### src/rtl/core_bus_pkg.sv
// rtl/core_bus_pkg.sv - opcodes, error codes and FSM states shared by the bus scheduler
package core_bus_pkg;

  localparam logic [7:0] OP_NOP    = 8'h00;
  localparam logic [7:0] OP_WRITE  = 8'h01;
  localparam logic [7:0] OP_READ   = 8'h02;
  localparam logic [7:0] OP_START  = 8'h03;
  localparam logic [7:0] OP_STATUS = 8'h04;

  localparam logic [31:0] ERR_TIMEOUT = 32'hDEAD_0001;
  localparam logic [31:0] ERR_BAD_ID  = 32'hDEAD_0002;
  localparam logic [31:0] ERR_BAD_OP  = 32'hDEAD_0003;

  typedef enum logic [1:0] {
    ST_IDLE,
    ST_CHECK,
    ST_ISSUE,
    ST_DONE
  } state_e;

  function automatic logic is_known_op(input logic [7:0] op);
    return op inside {OP_WRITE, OP_READ, OP_START, OP_STATUS};
  endfunction

endpackage

### src/rtl/bus_timeout_counter.sv
// rtl/bus_timeout_counter.sv - ack wait counter; expired fires in the cycle the count would reach the limit
module bus_timeout_counter #(
  parameter int TIMEOUT_CYCLES = 255
) (
  input  logic clk_i,
  input  logic rst_i,
  input  logic clear_i,
  input  logic enable_i,
  output logic expired_o
);

  localparam int CW = $clog2(TIMEOUT_CYCLES + 1);

  logic [CW-1:0] count_q;
  logic [CW-1:0] count_d;

  // Combinational expiry lets the FSM leave after exactly TIMEOUT_CYCLES waiting cycles.
  assign expired_o = enable_i && (count_q == CW'(TIMEOUT_CYCLES - 1));

  always_comb begin
    count_d = count_q;
    if (clear_i) begin
      count_d = '0;
    end else if (enable_i && !expired_o) begin
      count_d = count_q + CW'(1);
    end
  end

  always_ff @(posedge clk_i) begin
    if (rst_i) begin
      count_q <= '0;
    end else begin
      count_q <= count_d;
    end
  end

endmodule

### src/rtl/core_bus_scheduler.sv
// rtl/core_bus_scheduler.sv - issues one decoded command at a time to a selected core and returns its result
module core_bus_scheduler
  import core_bus_pkg::*;
#(
  parameter int NUM_CORES      = 4,
  parameter int TIMEOUT_CYCLES = 255
) (
  input  logic                      sys_clock_i,
  input  logic                      sys_reset_i,
  input  logic                      instr_valid_i,
  input  logic [7:0]                instruction_i,
  input  logic [23:0]               address_i,
  input  logic [31:0]               value_i,
  output logic                      core_req_o,
  output logic [NUM_CORES-1:0]      core_sel_o,
  output logic [7:0]                core_instr_o,
  output logic [15:0]               core_addr_o,
  output logic [31:0]               core_value_o,
  input  logic [NUM_CORES-1:0]      core_ack_i,
  input  logic [NUM_CORES*32-1:0]   core_result_i,
  output logic [31:0]               result_o,
  output logic                      result_valid_o,
  output logic                      busy_o,
  output logic                      error_o,
  output logic                      overrun_o
);

  state_e                 state_q, state_d;
  logic [7:0]             instr_q, instr_d;
  logic [23:0]            addr_q, addr_d;
  logic [31:0]            value_q, value_d;
  logic [31:0]            result_q, result_d;
  logic                   result_valid_q, result_valid_d;
  logic                   core_req_q, core_req_d;
  logic [NUM_CORES-1:0]   core_sel_q, core_sel_d;
  logic                   busy_q, busy_d;
  logic                   error_q, error_d;
  logic                   overrun_q, overrun_d;
  logic                   timeout_seen_q, timeout_seen_d;

  logic                   timer_clear;
  logic                   timer_enable;
  logic                   timer_expired;
  logic                   ack_hit;
  logic [31:0]            ack_word;
  logic [NUM_CORES-1:0]   sel_dec;
  logic                   bad_id;

  assign bad_id = ({1'b0, addr_q[23:16]} >= 9'(NUM_CORES));

  always_comb begin
    sel_dec = '0;
    for (int i = 0; i < NUM_CORES; i++) begin
      if (addr_q[23:16] == 8'(i)) begin
        sel_dec[i] = 1'b1;
      end
    end
  end

  // Masking with the registered select makes acks from other cores invisible.
  assign ack_hit = |(core_ack_i & core_sel_q);

  always_comb begin
    ack_word = '0;
    for (int i = 0; i < NUM_CORES; i++) begin
      if (core_sel_q[i]) begin
        ack_word = core_result_i[32*i +: 32];
      end
    end
  end

  assign timer_enable = (state_q == ST_ISSUE) && !ack_hit;

  bus_timeout_counter #(
    .TIMEOUT_CYCLES(TIMEOUT_CYCLES)
  ) u_timeout (
    .clk_i     (sys_clock_i),
    .rst_i     (sys_reset_i),
    .clear_i   (timer_clear),
    .enable_i  (timer_enable),
    .expired_o (timer_expired)
  );

  always_comb begin
    state_d        = state_q;
    instr_d        = instr_q;
    addr_d         = addr_q;
    value_d        = value_q;
    result_d       = result_q;
    error_d        = error_q;
    overrun_d      = overrun_q;
    timeout_seen_d = timeout_seen_q;
    core_sel_d     = '0;
    timer_clear    = 1'b0;

    case (state_q)
      ST_IDLE: begin
        if (instr_valid_i && (instruction_i != OP_NOP)) begin
          instr_d = instruction_i;
          addr_d  = address_i;
          value_d = value_i;
          state_d = ST_CHECK;
        end
      end
      ST_CHECK: begin
        if (bad_id) begin
          result_d = ERR_BAD_ID;
          error_d  = 1'b1;
          state_d  = ST_DONE;
        end else if (!is_known_op(instr_q)) begin
          result_d = ERR_BAD_OP;
          error_d  = 1'b1;
          state_d  = ST_DONE;
        end else if (instr_q == OP_STATUS) begin
          result_d = {29'b0, overrun_q, error_q, timeout_seen_q};
          state_d  = ST_DONE;
        end else begin
          core_sel_d  = sel_dec;
          timer_clear = 1'b1;
          state_d     = ST_ISSUE;
        end
      end
      ST_ISSUE: begin
        if (ack_hit) begin
          result_d = ack_word;
          state_d  = ST_DONE;
        end else if (timer_expired) begin
          result_d       = ERR_TIMEOUT;
          error_d        = 1'b1;
          timeout_seen_d = 1'b1;
          state_d        = ST_DONE;
        end else begin
          core_sel_d = core_sel_q;
        end
      end
      ST_DONE: begin
        state_d = ST_IDLE;
      end
      default: begin
        state_d = ST_IDLE;
      end
    endcase

    if ((state_q != ST_IDLE) && instr_valid_i) begin
      overrun_d = 1'b1;
    end

    core_req_d     = (state_d == ST_ISSUE);
    result_valid_d = (state_d == ST_DONE);
    busy_d         = (state_d != ST_IDLE);
  end

  always_ff @(posedge sys_clock_i) begin
    if (sys_reset_i) begin
      state_q        <= ST_IDLE;
      instr_q        <= '0;
      addr_q         <= '0;
      value_q        <= '0;
      result_q       <= '0;
      result_valid_q <= 1'b0;
      core_req_q     <= 1'b0;
      core_sel_q     <= '0;
      busy_q         <= 1'b0;
      error_q        <= 1'b0;
      overrun_q      <= 1'b0;
      timeout_seen_q <= 1'b0;
    end else begin
      state_q        <= state_d;
      instr_q        <= instr_d;
      addr_q         <= addr_d;
      value_q        <= value_d;
      result_q       <= result_d;
      result_valid_q <= result_valid_d;
      core_req_q     <= core_req_d;
      core_sel_q     <= core_sel_d;
      busy_q         <= busy_d;
      error_q        <= error_d;
      overrun_q      <= overrun_d;
      timeout_seen_q <= timeout_seen_d;
    end
  end

  assign core_req_o     = core_req_q;
  assign core_sel_o     = core_sel_q;
  assign core_instr_o   = instr_q;
  assign core_addr_o    = addr_q[15:0];
  assign core_value_o   = value_q;
  assign result_o       = result_q;
  assign result_valid_o = result_valid_q;
  assign busy_o         = busy_q;
  assign error_o        = error_q;
  assign overrun_o      = overrun_q;

endmodule

### config.mk
export PLATFORM = sky130hd
export DESIGN_NAME = core_bus_scheduler
export DESIGN_NICKNAME = d
export VERILOG_FILES = /design/src/rtl/core_bus_pkg.sv /design/src/rtl/bus_timeout_counter.sv /design/src/rtl/core_bus_scheduler.sv
export SDC_FILE = /design/constraint.sdc
export NUM_CORES = 1
export LEC_CHECK = 0
export CAP_MARGIN = 20
export CELL_PAD_IN_SITES_DETAIL_PLACEMENT = 0
export CELL_PAD_IN_SITES_GLOBAL_PLACEMENT = 1
export CORE_MARGIN = 8
export CORE_UTILIZATION = 45
export DETAILED_ROUTE_END_ITERATION = 10
export DONT_BUFFER_PORTS = 1
export PLACE_DENSITY_LB_ADDON = 0.1
export RECOVER_POWER = 100
export SLEW_MARGIN = 30
export SYNTH_ARGS = -nofsm -noshare
export SYNTH_HDL_FRONTEND = slang
export SYNTH_SLANG_ARGS = --single-unit
### constraint.sdc
create_clock -name sys_clock_i -period 4.1 [get_ports sys_clock_i]
set_input_delay 0.82 -clock sys_clock_i [delete_from_list [all_inputs] [get_ports sys_clock_i]]
set_output_delay 0.82 -clock sys_clock_i [all_outputs]
set_load 0.02 [all_outputs]
==> metrics.csv, run 1 <==
metric,value,unit
run status,completed,
Tmin final,3.14,ns
Die ar.,0.0158,sq mm
Setup WS pre-CTS,1.32,ns
Max IR drop VDD,0.398,mV
antenna violations before repair,0,
share of the synthesized area in the top cell type,42.7,%
first-pass GRT wire length,25400,um
sink of the worst hold path,addr_q[22]$_SDFFE_PP0P_,
Sink Count,116,
WL final,16700,um
P&R area growth vs syn,8.36,%
vias per inst,5.97,
clk buf depth,2,
row cnt,40,
Seq cells post-synth,116,
CP endpoint kind,flop,
Clock Latency Late Sink,0.41,ns
max_cap viols,0,
FF/Latch Area,0.00232,sq mm
hpwl dp,12400,um
Worst Max-Slew Pin Slew,1.26,ns
setup TNS,0,ns
clock slew at reported path FFs,0.06,ns
Initial Util,45.6,%
"top cells by area, synth","dfxtp_1 43%, a21oi_1 9.7%, nand2_1 9.4%",
Critical R2R Capture,result_o[0]$_SDFFE_PP0P_,
largest net degree at the start of global routing,110,
Cells after Synth,674,
Die X,126,um
DR iter-0 viols,291,
CP Launch Type,input port,
Slew headroom,15.5,%
Final Max Tran Viols,0,
total global routing overflow,0,
final routed DRC violation total,0,
via count,4685,
CP Data Required Time,4.44,ns
Post-CTS Setup Bufs,0,
count of cell types in the netlist,48,
CTS root buf,clkbuf_16,
Crit Path Max Fanout,39,
Filler Cell Count,1136,
largest area contributor in the netlist,dfxtp_1,
htree depth,4,
fmax,319,MHz
number of flops mapped to enable cells by yosys,0,
reg-to-reg setup timing slack,0.99,ns
Clock Skews,0.0105,ns
synthesized area,0.00543,sq mm
RSZ-0062 raised after global routing,false,
boundary pin count,296,
die height,126,um
Final period util,76.5,%
hold buffers post-CTS,0,
global placer's final weighted congestion,0.830,
vias in the first global route,4457,
drt wl/cell,21.2,um
Final #Nets,829,
First-pass DRT Iterations,4,
total track usage,20.0,%
Reg-to-Reg Start,core_sel_o[3]$_SDFFE_PP0P_,
IO buf count,0,
Worst Setup Path Type,input port to flop,
async set-reset flop share out of synthesis,0,%
"Seq/Total Area, Yosys",42.7,%
core outline area,0.0119,sq mm
Lkg Pwr,2.00,nW
Fin Hold WS,0.453,ns
CTS Buf Count,17,
antenna-violating nets left,0,
Crit path arrival time,3.48,ns
ratio of cells with drive above 1 in the final layout,6.90,%
Hold Path Depth,2,
Hold Path Class,flop to flop,
Resize count post-CTS,0,
Final Util,49.4,%
Hold Startpoint,addr_q[22]$_SDFFE_PP0P_,
# diodes,0,
Post-synth top flop,dfxtp_1,
final setup fails,0,
final hold vios,0,
Syn Nets,878,
post-route setup slack,0.963,ns
Worst Reg-to-Reg Cells,6,
Multi-input gate area,0.00272,sq mm
CTS tree,yes,
Mean Syn Cell Area,8.06,sq um
power per cell area,710,mW/mm^2
Yosys warnings,0,
-- logic make-up after synthesis --
kind of cell	count (synthesis)	share of synthesized area, %
adder cells (fa/ha/maj)	5	1.15
XOR/XNOR	7	1.13
flip-flops	116	42.7
AO/OA/AOI/OAI	205	22.7
AND/OR/NAND/NOR	262	24.9
multiplexers	1	0.184
buffers and inverters	78	7.19
-- power breakdown --
part / internal, mW / switching [mW] / leakage [nW]
logic: 0.290 / 0.639 / 0.750
clock network: 0.983 / 0.537 / 0.303
registers: 1.34 / 0.389 / 0.948
total: 2.62 / 1.57 / 2.00
-- worst max-delay path by stage --
stage	to	slack (ns)	depth (start not counted)	from
2_1_floorplan	result_o[11]$_SDFFE_PP0P_	1.86	7	core_ack_i[2]
3_3_place_gp	result_o[0]$_SDFFE_PP0P_	1.41	6	core_sel_o[3]$_SDFFE_PP0P_
3_5_place_dp	result_o[0]$_SDFFE_PP0P_	1.32	6	core_sel_o[3]$_SDFFE_PP0P_
4_1_cts	result_o[0]$_SDFFE_PP0P_	1.32	6	core_sel_o[3]$_SDFFE_PP0P_
5_1_grt	core_value_o[15]$_SDFFE_PP0P_	0.59	6	instruction_i[4]
6_report	core_value_o[19]$_SDFFE_PP0P_	0.96	6	instruction_i[4]
-- metrics by stage --
step | power, mW | std cells | cell area, sq um
after detailed placement | 2.71 | 753 | 5290
after global placement | 2.69 | 753 | 5290
after global routing | 4.43 | 785 | 5890
after floorplan | 2.62 | 674 | 5430
after CTS | 4.24 | 785 | 5910
final | 4.18 | 785 | 5890
-- synthesized netlist by cell type (6+ instances only) --
cell        n
o21ai_0    22
dfxtp_1   116
xor2_1      6
a21oi_1   105
nand2_1   136
nor2_1     22
buf_4      20
o22ai_1    14
clkbuf_1   48
nor3_1     22
nor2b_1    23
o31ai_1    20
a221oi_1   18
nand3b_1   29
a22oi_1    14
-- critical path, stage by stage --
cell	delay (ns)
nor4_1	0.27
a21boi_0	0.22
nand2_1	0.97
clkbuf_1	0.87
nand2_1	0.13
a21oi_1	0.17
-- cell usage in the layout (no fill, tap or decap), types with 5 or more instances in the layout --
master     instances
a21oi_1          105
xor2_1             6
nand3b_1          29
nand2_1          136
ha_1               5
inv_1              5
clkinv_4           5
clkbuf_16         17
nor2_1            22
o22ai_1           14
a221oi_1          19
o31ai_1           20
nand4_1            5
o21ai_0           24
dfxtp_1          116
a22oi_1           14
nor3_1            22
nor2b_1           22
-- routing by layer --
metal / up-vias / GRT usage [%] / wire length (um)
li1: 2288 / - / -
met3: 26 / 10.0 / 1830
met4: 0 / 7.50 / 331
met2: 210 / 32.7 / 7890
met1: 2161 / 21.8 / 6610
met5: - / 0 / 0
-- flip-flops by register name, indices dropped and copies added, names as in the netlist --
name               flops
result_o              32
core_value_o          32
error_o                1
core_instr_o           8
state_q                2
core_req_o             1
result_valid_o         1
u_timeout.count_q      8
timeout_seen_q         1
addr_q                24
busy_o                 1
overrun_o              1
core_sel_o             4
-- cell type report --
type,instances,share of cell area (%)
clock buffer,19,7.52
multi-input combinational,480,46.2
clock inverter,13,2.95
inverter,5,0.319
timing repair buffer,5,0.446
sequential,116,39.4
tap,147,3.12
No activity file was read; power rests on OpenSTA's default activity.
==> run 2, diff against run 1 <==
--- a/config.mk
+++ b/config.mk
@@ -9,7 +9,7 @@
 export CELL_PAD_IN_SITES_DETAIL_PLACEMENT = 0
 export CELL_PAD_IN_SITES_GLOBAL_PLACEMENT = 1
 export CORE_MARGIN = 8
-export CORE_UTILIZATION = 45
+export CORE_UTILIZATION = 39
 export DETAILED_ROUTE_END_ITERATION = 10
 export DONT_BUFFER_PORTS = 1
 export PLACE_DENSITY_LB_ADDON = 0.1
==> constraint.sdc (replaced) <==
create_clock -name sys_clock_i -period 2.6 [get_ports sys_clock_i]
set_input_delay 0.52 -clock sys_clock_i [delete_from_list [all_inputs] [get_ports sys_clock_i]]
set_output_delay 0.52 -clock sys_clock_i [all_outputs]
set_load 0.02 [all_outputs]
==> run 2 against run 1 <==
Compared with the run above: clock-buffer cell count increased by 3; clock power increased by 72%; largest power group unchanged; largest cell class unchanged; critical path type is now flop to flop; setup slack got worse by 0.68 ns.
==> metrics.csv, run 2 (synthesized netlist as in run 1, its figures left out) <==
metric,value,unit,change
WL final,17400,um,+4.4%
Final Util,44.1,%,-5.3 points
boundary pin count,296,,unchanged
Die X,134,um,+6.5%
power per cell area,1140,mW/mm^2,+61%
DR iter-0 viols,211,,-27%
antenna-violating nets left,0,,unchanged
most frequent cells in the layout,"135 x nand2_1, 116 x dfxtp_1, 105 x a21oi_1",,
CTS tree,yes,,
Max IR drop VDD,0.668,mV,+68%
Tmin final,2.32,ns,
vias per inst,5.66,,-5.2%
RSZ-0062 raised after global routing,false,,
Hold Path Depth,1,,-1
Worst Reg-to-Reg Cells,7,,+1
die height,134,um,+6.5%
# diodes,0,,unchanged
sequence of cells on the critical path,clkbuf_2 > nor2b_1 > buf_4 > a22oi_1 > a211oi_1 > a211oi_1 > nor3_1,,
"commonest non-fill, non-tap cell in the layout",nand2_1,,
run status,completed,,
max_cap viols,0,,unchanged
hpwl dp,13100,um,+5.6%
final setup fails,0,,unchanged
Setup WS pre-CTS,0.328,ns,-0.990 ns
Lkg Pwr,2.07,nW,+3.7%
global placer's final weighted congestion,0.790,,-4.7%
antenna violations before repair,0,,unchanged
Worst Max-Slew Pin Slew,1.11,ns,-0.151 ns
CP endpoint kind,flop,,
Sink Count,116,,unchanged
Final period util,89.3,%,
core outline area,0.0137,sq mm,+15%
Filler Cell Count,1399,,+23%
vias in the first global route,4639,,+4.1%
Initial Util,39.6,%,-6.0 points
Hold Startpoint,sys_reset_i,,
Final Power,6.91,mW,+65%
largest net degree at the start of global routing,110,,unchanged
first-pass GRT wire length,26200,um,+3.0%
Placed Area,0.00540,sq mm,+2.2%
setup TNS,0,ns,unchanged
CTS Buf Count,17,,unchanged
CP Launch Type,flop,,
Final #Nets,837,,+0.97%
Die ar.,0.0180,sq mm,+13%
Fin Hold WS,0.203,ns,-0.250 ns
Hold Path Class,input port to flop,,
P&R area growth vs syn,11.4,%,
total track usage,18.4,%,-1.6 points
hold buffers post-CTS,0,,unchanged
Worst Setup Path Type,flop to flop,,
Clock Skews,0.0132,ns,+0.00275 ns
DP Cell Count,794,,+5.4%
"slowest stage cell, crit path",a211oi_1,,
clock slew at reported path FFs,0.05,ns,about the same
Resize count post-CTS,0,,unchanged
fmax,431,MHz,
CTS root buf,clkbuf_16,,
Post-CTS Setup Bufs,0,,unchanged
Crit path arrival time,2.64,ns,-0.84 ns
critical path's most frequent cell,a211oi_1,,
CP Data Required Time,2.92,ns,-1.52 ns
htree depth,4,,unchanged
First-pass DRT Iterations,4,,unchanged
CP peak stage delay,0.46,ns,-0.51 ns
post-route setup slack,0.278,ns,-0.685 ns
post-route cell area,0.00605,sq mm,+2.8%
Final Max Tran Viols,0,,unchanged
final hold vios,0,,unchanged
Clock Latency Late Sink,0.41,ns,about the same
Slew headroom,25.8,%,+10 points
via count,4668,,-0.36%
total global routing overflow,0,,unchanged
Crit Path Max Fanout,31,,-21%
crit path from,core_sel_o[1]$_SDFFE_PP0P_,,
ratio of cells with drive above 1 in the final layout,8.37,%,+1.5 points
IO buf count,0,,unchanged
row cnt,43,,+7.5%
final routed DRC violation total,0,,unchanged
Reg-to-Reg Start,core_sel_o[1]$_SDFFE_PP0P_,,
clk buf depth,2,,unchanged
drt wl/cell,21.1,um,-0.68%
post-route insts no fill,825,,+5.1%
[run 2: changes by cell type in the layout (fill, tap and decap cells not counted), sizes merged]
cell	before	now
clkinvlp	0	1
inv	9	5
clkinv	6	3
clkbuf	22	24
bufinv	3	5
buf	2	11
[run 2: metal layers]
layer	vias up	wire length, um	global-route usage [%]
met4	0	214	6.61
met2	201	8640	30.9
met5	-	0	0
met1	2150	6520	19.1
li1	2300	-	-
met3	17	2020	9.76
[run 2: worst max-delay path: cells and delay by family, from the launching register on]
kind	cells	cell delay, ns
compound gates	3	0.71
buf+inv	2	0.73
flops	1	0.33
simple gates	2	0.46
[run 2: final timing paths]
| path | endpoint | slack (ns) |
|---|---|---|
| min reg2reg | addr_q[22]$_SDFFE_PP0P_ | 0.46 |
| max | result_o[2]$_SDFFE_PP0P_ | 0.28 |
| max reg2reg | result_o[2]$_SDFFE_PP0P_ | 0.28 |
| min | addr_q[16]$_SDFFE_PP0P_ | 0.20 |
[run 2: cell type report]
class                      count  area, sq um  share of cell area (%)
clock buffer                  22          494                    8.16
clock inverter                 9          173                    2.85
inverter                       5         18.8                   0.310
multi-input combinational    480         2720                    44.9
sequential                   116         2320                    38.4
tap                          180          225                    3.72
timing repair buffer          13          104                    1.72
[run 2: power breakdown]
part	internal, mW	total, mW	leakage, nW	switching, mW
logic	0.534	1.57	0.799	1.03
registers	2.12	2.73	0.948	0.615
clock network	1.82	2.61	0.328	0.795
